File: config.mk
export PLATFORM = sky130hd
export DESIGN_NAME = neuron_mac_seq
export DESIGN_NICKNAME = d
export VERILOG_FILES = /design/src/rtl/neuron_mac_seq.sv
export SDC_FILE = /design/constraint.sdc
export NUM_CORES = 1
export LEC_CHECK = 0
export CAP_MARGIN = 20
export CORE_MARGIN = 1.5
export CORE_UTILIZATION = 35
export CTS_BUF_LIST = sky130_fd_sc_hd__clkbuf_4 sky130_fd_sc_hd__clkbuf_8
export CTS_CLUSTER_DIAMETER = 200
export DETAILED_ROUTE_END_ITERATION = 10
export HOLD_SLACK_MARGIN = 0.05
export PLACE_DENSITY = 0.9
export SETUP_SLACK_MARGIN = 0.02
export SLEW_MARGIN = 10
export SYNTH_ARGS = -nofsm -noshare
export SYNTH_HDL_FRONTEND = slang
export SYNTH_SLANG_ARGS = --single-unit
File: constraint.sdc
create_clock -name clk -period 1.77 [get_ports clk]
set_input_delay 0.354 -clock clk [delete_from_list [all_inputs] [get_ports clk]]
set_output_delay 0.354 -clock clk [all_outputs]
set_load 0.03 [all_outputs]
File: src/rtl/neuron_mac_seq.sv
// neuron_mac_seq: sequencer and accumulator register around an external multiply-add stage for one neuron dot product
module neuron_mac_seq #(
  parameter int WIDTH_IN  = 16,
  parameter int WIDTH_ACC = 32,
  parameter int CNT_W     = 10
) (
  input  logic                 clk,
  input  logic                 rst_n,
  input  logic                 start,
  input  logic [CNT_W-1:0]     len,
  input  logic [WIDTH_ACC-1:0] bias_in,
  input  logic                 abort,
  input  logic                 in_valid,
  output logic                 in_ready,
  input  logic [WIDTH_IN-1:0]  x_in,
  input  logic [WIDTH_IN-1:0]  w_in,
  output logic [WIDTH_IN-1:0]  mac_a,
  output logic [WIDTH_IN-1:0]  mac_b,
  output logic [WIDTH_ACC-1:0] mac_c,
  input  logic [WIDTH_ACC-1:0] mac_y,
  output logic                 out_valid,
  input  logic                 out_ready,
  output logic [WIDTH_ACC-1:0] acc_out,
  output logic                 busy
);
  typedef enum logic [1:0] {IDLE, ACCUM, DONE} state_t;
  state_t state, state_nx;
  logic [WIDTH_ACC-1:0] acc, acc_nx;
  logic [CNT_W-1:0] cnt, cnt_nx;
  assign mac_a     = x_in;
  assign mac_b     = w_in;
  assign mac_c     = acc;
  assign acc_out   = acc;
  assign in_ready  = state == ACCUM;
  assign out_valid = state == DONE;
  assign busy      = state != IDLE;
  // state, accumulator and remaining-term count registers
  always_ff @(posedge clk or negedge rst_n) begin
    if (!rst_n) begin
      state <= IDLE;
      acc   <= '0;
      cnt   <= '0;
    end else begin
      state <= state_nx;
      acc   <= acc_nx;
      cnt   <= cnt_nx;
    end
  end
  // next state: abort overrides everything; the final accepted pair closes the loop into DONE
  always_comb begin
    state_nx = state;
    acc_nx   = acc;
    cnt_nx   = cnt;
    if (abort) begin
      state_nx = IDLE;
      acc_nx   = '0;
      cnt_nx   = '0;
    end else begin
      case (state)
        IDLE: if (start) begin
          acc_nx   = bias_in;
          cnt_nx   = len;
          state_nx = (len == '0) ? DONE : ACCUM;
        end
        ACCUM: if (in_valid) begin
          acc_nx   = mac_y;
          cnt_nx   = cnt - 1'b1;
          state_nx = (cnt == CNT_W'(1)) ? DONE : ACCUM;
        end
        DONE: state_nx = out_ready ? IDLE : DONE;
        default: state_nx = IDLE;
      endcase
    end
  end
endmodule

# Word level (Yosys, flattened, before mapping)
# Cells that the tools add are included.
[op_classes] n_bitwise=0 muxes=15 n_reduce_logical=6 order_cmp=0 n_eq_ne=5 shift=0 div_mod_pow=0 addsub=1 mul=0
[op_table] cell="$mux 32" count=3
[op_table] cell="$pmux 32 s2" count=1
[op_table] cell="$mux 10" count=3
[op_table] cell="$pmux 10 s2" count=1
[op_table] cell="$mux 2" count=6
[op_table] cell="$eq 10x1->1 const B" count=1
[op_table] cell="$logic_not 10->1" count=1
[op_table] cell="$sub 10x1->10 const B" count=1
[op_table] cell="$ne 3x3->1 const B" count=2
[op_table] cell="$pmux 2 s3" count=1
[op_table] cell="$reduce_and 3->1" count=1
[op_table] cell="$reduce_bool 3->1" count=1
[op_table] cell="$eq 2x1->1 const B" count=1
[op_table] cell="$eq 2x2->1 const B" count=1
[op_table] cell="$logic_not 2->1" count=1
[op_table] cell="$reduce_and 2->1" count=1
[op_table] cell="$reduce_bool 2->1" count=1
[word_totals] mem_bits_rw=0 latchBits=0 romBits=0 out_inout_bits=99 n_memories=0 register_bits=44 wordCells=30

# Depth between registers and ports, before layout
# Gate-level depths: netlist (run 1).
[logic_depth] ltp_word=5 mapped_depth=6 depth_no_buf=6

# Worst setup path after synthesis (run 1)
# OpenSTA, ideal clock, no wires.
[synth_timing] path_kind="register to register" from="reg state[1]" to="reg acc[21], in the netlist acc_out[21]" stages_incl_launch_ff=7 synth_period_minus_slack_ns=1.387 arrival_time_ns=1.264 required_time_ns=1.647 slack_ns=0.383 path_cell_list="dfrtp_1 > nand2b_2 > inv_2 > buf_6 > buf_6 > mux2i_1 > o21ai_1"
[synth_via] elab_chain_len=3 elab_cells_between_ends=8 classes_between="eq/ne (3); mux (2); reduce/logical (3)"
[synth_lines] element="from (decl)" line="27" source="state_t state, state_nx;"
[synth_lines] element="from (signal assigned)" line="44" source="state <= state_nx;"
[synth_lines] element="$eq 2x1->1 (*)"
[synth_lines] element="named net in_ready" line="14" source="output logic in_ready,"
[synth_lines] element="$ne 3x3->1 (no line) (tied with other cells)"
[synth_lines] element="$reduce_and 3->1 (no line) / $mux 32 (equally long branches)"
[synth_lines] element="to (signal assigned)" line="45" source="acc <= acc_nx;"
[synth_lines] element="to (decl)" line="28" source="logic [WIDTH_ACC-1:0] acc, acc_nx;"
# The timed path passes the listed nets; every way through them passes the cells marked *.
# A chain may end at the register's enable or synchronous reset.

# Worst setup path in the final report (run 1)
[layout_timing] from="reg acc[7], in the netlist acc_out[7]" to="out mac_c[7]"
[layout_lines] element="to (decl)" line="19" source="output logic [WIDTH_ACC-1:0] mac_c,"
# No word-level cell between the ends.

==> results_tabular.tex, run 1 <==
\begin{tabular}{lr}
\hline
Metric & Value \\
\hline
\multicolumn{2}{l}{\textbf{Outcome}} \\
Outcome & finished clean \\
\multicolumn{2}{l}{\textbf{Power and ir drop}} \\
Total internal power & 1.98 mW \\
VDD IR max & 0.318 mV \\
Standby leakage power & 2.07 nW \\
Clock Power Share & 22.8\% \\
Logic gate share of total power & about 38\% \\
Switching power & 0.980 mW \\
Switching power share of the total & 33.1\% \\
Power per standard cell area & 715 mW/mm² \\
Part of the power in registers & between 30\% and 40\% \\
\multicolumn{2}{l}{\textbf{STA}} \\
Clock tree skew after final layout & 0.00969 ns \\
Min setup slack post-route & 0.0620 ns \\
Number of failing hold endpoints at the final stage & 0 \\
Worst hold slack & 0.494 ns \\
Final clock period utilization by the worst path & a little over nine tenths \\
Final Max Slew Viols & 0 \\
Maximum clock rate & 0.585 GHz \\
RSZ-0062 raised after global routing & true \\
Tmin final & 1.71 ns \\
Total Neg Setup Slack & 0 ns \\
Relative slew slack & roughly 72\% \\
Worst slew pin tran & roughly 0.41 ns \\
Setup violations, final & 0 \\
\multicolumn{2}{l}{\textbf{Clocking}} \\
CTS tree & built \\
Clock sinks & 44 \\
Clock latency on the worst-skew pair & 0.29 ns \\
Maximum count of clock buffers along a single path & 2 \\
Register clock-pin slew on the reported worst setup and hold paths & 0.08 ns \\
Max H-tree Level & 2 \\
Post-CTS repair timing setup buffer count & 0 \\
Total clock buffers created by CTS & 5 \\
Clock root cell & sky130\_fd\_sc\_hd\_\_clkbuf\_8 \\
\multicolumn{2}{l}{\textbf{Global routing}} \\
GRT Total Usage & between 10\% and 20\% \\
Maximum number of pins on one net before global-route repair & 27 \\
Antenna violations before repair & 0 \\
GR Overflow Total & 0 \\
Global-route wire length before repair & 11.6 mm \\
Number of global-route vias before repair & roughly 2500 \\
\multicolumn{2}{l}{\textbf{Die}} \\
Effective utilization at floorplan & 35.9\% \\
Floorplan core area & 0.00769 mm² \\
Die ar. & 0.00844 mm² \\
Die Width & 91.8 µm \\
Row cnt & 32 \\
Vertical die dimension & 91.8 µm \\
Top-level port count & about 210 \\
\multicolumn{2}{l}{\textbf{Routing}} \\
Starting DRC count in detailed routing & 67 \\
Post-Route WL & 7.39 mm \\
Vias per cell & 4.90 \\
Via count of the routed design & 2433 \\
Wire per inst & 14.9 µm \\
Total iterations of the first detailed-routing run & 4 \\
Remaining routing DRC violations & 0 \\
Antenna violation net count after detailed routing & 0 \\
\multicolumn{2}{l}{\textbf{Worst setup path}} \\
Element type at the critical path start & flip-flop \\
Register-to-register setup slack & 0.23 ns \\
Category of cells accounting for the largest share of critical-path delay & buffers and inverters \\
Peak fanout along the critical path & 3 \\
Critical path's largest stage delay & 0.68 ns \\
Critical-path top delay cell & sky130\_fd\_sc\_hd\_\_clkdlybuf4s50\_1 \\
Ordered cell list for the critical path & clkdlybuf4s50\_1 \\
Depth of the worst register-to-register path & 6 \\
Number of buffer and inverter instances along the worst setup path & 1 \\
Stages on worst setup path & 1 \\
Capture point of the worst reg-to-reg path & cnt[6]\$\_DFFE\_PN0P\_ \\
Worst reg2reg startpoint & cnt[0]\$\_DFFE\_PN0P\_ \\
Req. time, crit path & 1.42 ns \\
CP Capture Type & primary output \\
Data arrival time at the worst-slack endpoint & about 1.4 ns \\
Worst Setup Path Type & reg2out \\
\multicolumn{2}{l}{\textbf{Layout}} \\
Highest-count cells in the layout ignoring fill and taps & 117 x sky130\_fd\_sc\_hd\_\_clkdlybuf4s50\_1, 50 x sky130\_fd\_sc\_hd\_\_o21ai\_1, 44 x sky130\_fd\_sc\_hd\_\_dfrtp\_1 \\
Most frequent standard cell in the layout excluding fill and tap cells & sky130\_fd\_sc\_hd\_\_clkdlybuf4s50\_1 \\
Area of the multi-input gates & 0.00109 mm² \\
Number of nets in the layout & about 510 \\
Area growth from synthesis to layout & 49.8\% \\
Fraction of the core area covered by cells at the end of the flow & 53.8\% \\
Sequential cell area & 0.00110 mm² \\
Number of diodes added for antenna fixing & 0 \\
Fillcell total & 705 \\
Share of final-layout standard cells stronger than drive strength 1 & $\sim$8\% \\
\multicolumn{2}{l}{\textbf{Run}} \\
Max-cap violation count & 0 \\
\multicolumn{2}{l}{\textbf{Synth}} \\
Count of cell types in the netlist & 35 \\
Syn Area/Cell & 9.15 µm² \\
Top cells by area in the synthesized netlist & sky130\_fd\_sc\_hd\_\_dfrtp\_1 40\%, sky130\_fd\_sc\_hd\_\_buf\_4 18\%, sky130\_fd\_sc\_hd\_\_mux2i\_1 12\%, sky130\_fd\_sc\_hd\_\_o21ai\_1 9.1\%, sky130\_fd\_sc\_hd\_\_nand2\_1 4.8\% \\
Number of instances in the synthesized netlist & 302 \\
Most used flip-flop cell after synthesis & sky130\_fd\_sc\_hd\_\_dfrtp\_1 \\
Post-synthesis instance area & 0.00276 mm² \\
Flops \& latches, synth & 44 \\
Syn\_nets & 416 \\
EDFF count, synth & 0 \\
Area fraction of the dominant cell type after synthesis & between 30\% and 40\% \\
Share of the yosys chip area belonging to registers & 39.9\% \\
Async S/R FF share, synth & between 90\% and 100\% \\
Count of yosys warnings during synthesis & 0 \\
Post-synthesis cell type with the largest combined area & sky130\_fd\_sc\_hd\_\_dfrtp\_1 \\
\multicolumn{2}{l}{\textbf{Place}} \\
Detailed placement HPWL & 5.74 mm \\
Routability cong. & 0.852 \\
Number of buffer cells added on primary ports & 146 \\
Worst setup timing slack at the placement stage & -0.0897 ns \\
\multicolumn{2}{l}{\textbf{Min path}} \\
Path class of the lowest-slack min-delay path & in2async \\
\hline
\end{tabular}
## cell type report
class	instances	area share (%)
Sequential cell	44	26.6
Inverter	5	0.454
Tap cell	102	3.08
Timing Repair Buffer	163	41.2
Multi-Input combinational cell	175	26.3
Clock buffer	8	2.36
## kinds of logic after synthesis
logic type      Yosys count  share of synthesized area [%]
compound gates           70                           13.8
fa+ha+maj                 2                          0.906
buf+inv                  83                           21.1
flops                    44                           39.9
mux                      34                           12.5
simple gates             69                           11.9
## power groups by stage
stage,registers [mW],clock network [mW],logic [mW]
6_report,1.17,0.675,1.12
5_1_grt,1.18,0.748,1.18
4_1_cts,1.17,0.703,1.13
3_5_place_dp,1.19,0,1.13
3_3_place_gp,1.18,0,1.10
2_1_floorplan,1.29,0,0.653
## stage by stage
| step | instances | area, µm² | total power [mW] |
|---|---|---|---|
| floorplan | 302 | 2760 | 1.95 |
| global placement | 488 | 3960 | 2.28 |
| detailed placement | 488 | 3960 | 2.31 |
| CTS | 497 | 4070 | 3.00 |
| global route | 497 | 4140 | 3.11 |
| finish | 497 | 4140 | 2.96 |
## how the worst max path moves through the flow
stage,to,from,slack [ns]
2_1_floorplan,acc_out[21]$_DFFE_PN0P_,state[1]$_DFFE_PN0P_,0.38
3_3_place_gp,state[1]$_DFFE_PN0P_,len[4],-0.09
3_5_place_dp,state[1]$_DFFE_PN0P_,len[4],-0.09
4_1_cts,acc_out[13],acc_out[13]$_DFFE_PN0P_,0.03
5_1_grt,acc_out[7],acc_out[7]$_DFFE_PN0P_,0.002
6_report,mac_c[7],acc_out[7]$_DFFE_PN0P_,0.06
## synth_stat cells, drive strengths merged, types with 2 or more instances
cell     n
buf     76
o21ai   50
dfrtp   44
nand2   35
mux2i   33
a21oi   12
nor2    12
inv      5
a31oi    4
and3     3
nor3     3
nor4     3
and2     2
clkbuf   2
ha       2
or2      2
## flip-flops by register name, summed over array words and instances, names as in the netlist
name and flops:
state 2, cnt 10, acc_out 32
## metal layers
layer | wire (µm) | global-route usage [%]
met4 | 85 | 5.64
met2 | 3900 | 32.3
met3 | 628 | 5.14
met1 | 2780 | 18.0
met5 | 0 | 0
## what timing repair did
item,in CTS,in global routing
hold buffers,1,0
endpoints found under the hold margin,12,0
endpoints found under the setup margin,3,29
gates resized for setup,3,26
Power figures use the tool's default switching activity.
==> run 2, diff against run 1 <==
--- a/config.mk
+++ b/config.mk
@@ -12,7 +12,7 @@
 export CTS_CLUSTER_DIAMETER = 200
 export DETAILED_ROUTE_END_ITERATION = 10
 export HOLD_SLACK_MARGIN = 0.05
-export PLACE_DENSITY = 0.9
+export PLACE_DENSITY = 0.86
 export SETUP_SLACK_MARGIN = 0.02
 export SLEW_MARGIN = 10
 export SYNTH_ARGS = -nofsm -noshare
==> run 2 against run 1 <==
  * Via count is 1.0% lower
  * Critical path depth unchanged
  * Largest power group unchanged
  * Final area about the same
==> results_tabular.tex, run 2 (same netlist as run 1, synthesis figures left out) <==
\begin{tabular}{lr}
\hline
Metric & Value \\
\hline
\multicolumn{2}{l}{\textbf{Routing}} \\
Antenna violation net count after detailed routing & 0 (unchanged) \\
Post-Route WL & 7.14 mm (-3.4\%) \\
Via count of the routed design & 2408 (-1.0\%) \\
Remaining routing DRC violations & 0 (unchanged) \\
Wire per inst & 14.4 µm (-3.0\%) \\
Total iterations of the first detailed-routing run & 4 (unchanged) \\
Vias per cell & 4.86 (-0.63\%) \\
Starting DRC count in detailed routing & 64 (-4.5\%) \\
\multicolumn{2}{l}{\textbf{Layout}} \\
Fraction of the core area covered by cells at the end of the flow & 53.8\% (about the same) \\
Max FFs per register & 32 (unchanged) \\
Number of non-filler instances in the completed layout & 495 (-0.40\%) \\
Post-route cell area & 0.00413 mm² (about the same) \\
Sequential cell area & 0.00110 mm² (unchanged) \\
Number of nets in the layout & 506 (-0.39\%) \\
Number of diodes added for antenna fixing & 0 (unchanged) \\
Area growth from synthesis to layout & 49.6\% (about the same) \\
Highest-count cells in the layout ignoring fill and taps & 112 x sky130\_fd\_sc\_hd\_\_clkdlybuf4s50\_1, 50 x sky130\_fd\_sc\_hd\_\_o21ai\_1, 44 x sky130\_fd\_sc\_hd\_\_dfrtp\_1 \\
Share of final-layout standard cells stronger than drive strength 1 & 7.89\% (-0.21 points) \\
Fillcell total & 700 (-0.71\%) \\
Area of the multi-input gates & 0.00109 mm² (unchanged) \\
Most frequent standard cell in the layout excluding fill and tap cells & sky130\_fd\_sc\_hd\_\_clkdlybuf4s50\_1 \\
\multicolumn{2}{l}{\textbf{STA}} \\
Relative slew slack & 66.2\% (-6.2 points) \\
Final clock period utilization by the worst path & 97.1\% (+0.59 points) \\
Maximum clock rate & 0.582 GHz (-0.61\%) \\
Clock tree skew after final layout & 0.00910 ns (-0.000592 ns) \\
Final Max Slew Viols & 0 (unchanged) \\
Setup violations, final & 0 (unchanged) \\
Tmin final & 1.72 ns (+0.0105 ns) \\
Worst hold slack & 0.514 ns (+0.0205 ns) \\
Number of failing hold endpoints at the final stage & 0 (unchanged) \\
RSZ-0062 raised after global routing & false \\
Worst slew pin tran & 0.507 ns (+0.0962 ns) \\
\multicolumn{2}{l}{\textbf{Worst setup path}} \\
Register-to-register setup slack & 0.18 ns (-0.05 ns) \\
Worst reg2reg startpoint & state[0]\$\_DFFE\_PN0P\_ \\
Peak fanout along the critical path & 3 (unchanged) \\
Worst Setup Path Type & reg2out \\
Category of cells accounting for the largest share of critical-path delay & buffers and inverters \\
CP Capture Type & primary output \\
Req. time, crit path & 1.42 ns (about the same) \\
Number of buffer and inverter instances along the worst setup path & 1 (unchanged) \\
Critical-path top delay cell & sky130\_fd\_sc\_hd\_\_clkdlybuf4s50\_1 \\
Data arrival time at the worst-slack endpoint & 1.36 ns (about the same) \\
Element type at the critical path start & flip-flop \\
Depth of the worst register-to-register path & 6 (unchanged) \\
Capture point of the worst reg-to-reg path & cnt[2]\$\_DFFE\_PN0P\_ \\
Critical path's largest stage delay & 0.70 ns (+0.02 ns) \\
Ordered cell list for the critical path & clkdlybuf4s50\_1 \\
\multicolumn{2}{l}{\textbf{Min path}} \\
Worst hold path depth & 2 \\
HP Start & acc\_out[24]\$\_DFFE\_PN0P\_ \\
Path class of the lowest-slack min-delay path & reg2reg \\
Sink of the worst hold path & acc\_out[24]\$\_DFFE\_PN0P\_ \\
\multicolumn{2}{l}{\textbf{Global routing}} \\
Busiest layer in global routing & met2 \\
Number of global-route vias before repair & 2465 (-0.80\%) \\
GRT Total Usage & 16.9\% (-0.30 points) \\
GR met1 Demand/Resource & 18.7\% (+0.74 points) \\
Antenna violations before repair & 0 (unchanged) \\
GR Overflow Total & 0 (unchanged) \\
Met2 track demand over resource & 31.1\% (-1.2 points) \\
Maximum number of pins on one net before global-route repair & 43 (+59\%) \\
Met3 Use GR & 4.64\% (-0.50 points) \\
Global-route wire length before repair & 11.5 mm (-0.65\%) \\
\multicolumn{2}{l}{\textbf{Clocking}} \\
Clock root cell & sky130\_fd\_sc\_hd\_\_clkbuf\_8 \\
Total clock buffers created by CTS & 5 (unchanged) \\
Clock sinks & 44 (unchanged) \\
Clock latency on the worst-skew pair & 0.29 ns (about the same) \\
Max H-tree Level & 2 (unchanged) \\
Maximum count of clock buffers along a single path & 2 (unchanged) \\
Post-CTS repair timing setup buffer count & 0 (unchanged) \\
CTS tree & built \\
Register clock-pin slew on the reported worst setup and hold paths & 0.08 ns (about the same) \\
\multicolumn{2}{l}{\textbf{Power and ir drop}} \\
Standby leakage power & 2.15 nW (+3.9\%) \\
VDD IR max & 0.271 mV (-15\%) \\
Power per standard cell area & 710 mW/mm² (-0.69\%) \\
\multicolumn{2}{l}{\textbf{Die}} \\
Vertical die dimension & 91.8 µm (unchanged) \\
Die ar. & 0.00844 mm² (unchanged) \\
Floorplan core area & 0.00769 mm² (unchanged) \\
Effective utilization at floorplan & 35.9\% (unchanged) \\
Top-level port count & 211 (unchanged) \\
Row cnt & 32 (unchanged) \\
Die Width & 91.8 µm (unchanged) \\
\multicolumn{2}{l}{\textbf{Place}} \\
Cell total after placement & 486 (-0.41\%) \\
Post-detailed-placement cell area & 0.00395 mm² (-0.38\%) \\
Routability cong. & 0.878 (+3.0\%) \\
Detailed placement HPWL & 5.47 mm (-4.6\%) \\
Number of buffer cells added on primary ports & 146 (unchanged) \\
\multicolumn{2}{l}{\textbf{Run}} \\
Max-cap violation count & 0 (unchanged) \\
\multicolumn{2}{l}{\textbf{Outcome}} \\
Outcome & finished clean \\
\hline
\end{tabular}
[run 2: cell count changes in the layout (fill, tap and decap cells not counted)]
cell,change
sky130_fd_sc_hd__clkbuf_2,+1
sky130_fd_sc_hd__buf_4,-2
sky130_fd_sc_hd__dlymetal6s2s_1,+6
sky130_fd_sc_hd__dlygate4sd2_1,-1
sky130_fd_sc_hd__clkdlybuf4s50_1,-5
sky130_fd_sc_hd__clkdlybuf4s15_1,-1
[run 2: cell type report]
cell class,instances,share of cell area [%]
repair buffers,161,41.1
clock buffers,8,2.36
well taps,102,3.09
inverters,5,0.454
flip-flops and latches,44,26.6
multi-input cells,175,26.3
[run 2: where the power goes]
part,internal [mW],leakage (nW),total [mW],switching (mW)
clock network,0.349,0.0523,0.668,0.318
logic,0.535,1.51,1.10,0.568
registers,1.09,0.586,1.17,0.0773
total,1.97,2.15,2.94,0.964
[run 2: how the worst max path moves through the flow]
stage | cells after the start | slack, ns | startpoint | endpoint
floorplan | 6 | 0.38 | state[1]$_DFFE_PN0P_ | acc_out[21]$_DFFE_PN0P_
global placement | 5 | -0.06 | len[4] | state[1]$_DFFE_PN0P_
detailed placement | 5 | -0.08 | len[4] | state[1]$_DFFE_PN0P_
CTS | 1 | 0.02 | acc_out[30]$_DFFE_PN0P_ | mac_c[30]
global route | 1 | 0.005 | acc_out[8]$_DFFE_PN0P_ | acc_out[8]
finish | 1 | 0.05 | acc_out[8]$_DFFE_PN0P_ | acc_out[8]
[run 2: stage by stage]
stage	power [mW]	TNS, ns	setup WS, ns
after global routing	3.09	0	0.00474
after detailed placement	2.30	-0.759	-0.0798
final	2.94	0	0.0515
after floorplan	1.95	0	0.383
after global placement	2.27	-0.0684	-0.0630
after CTS	2.99	0	0.0203
[run 2: layer usage]
layer / vias to the layer above / routed length, µm
met2: 121 / 3720
met3: 15 / 593
met4: 0 / 93
met1: 1123 / 2740
met5: - / 0
li1: 1149 / -
[run 2: repair_timing]
action	CTS	global route
setup endpoints to repair	2	32
gates resized for setup	2	33
hold buffers	1	0
endpoints found under the hold margin	20	0
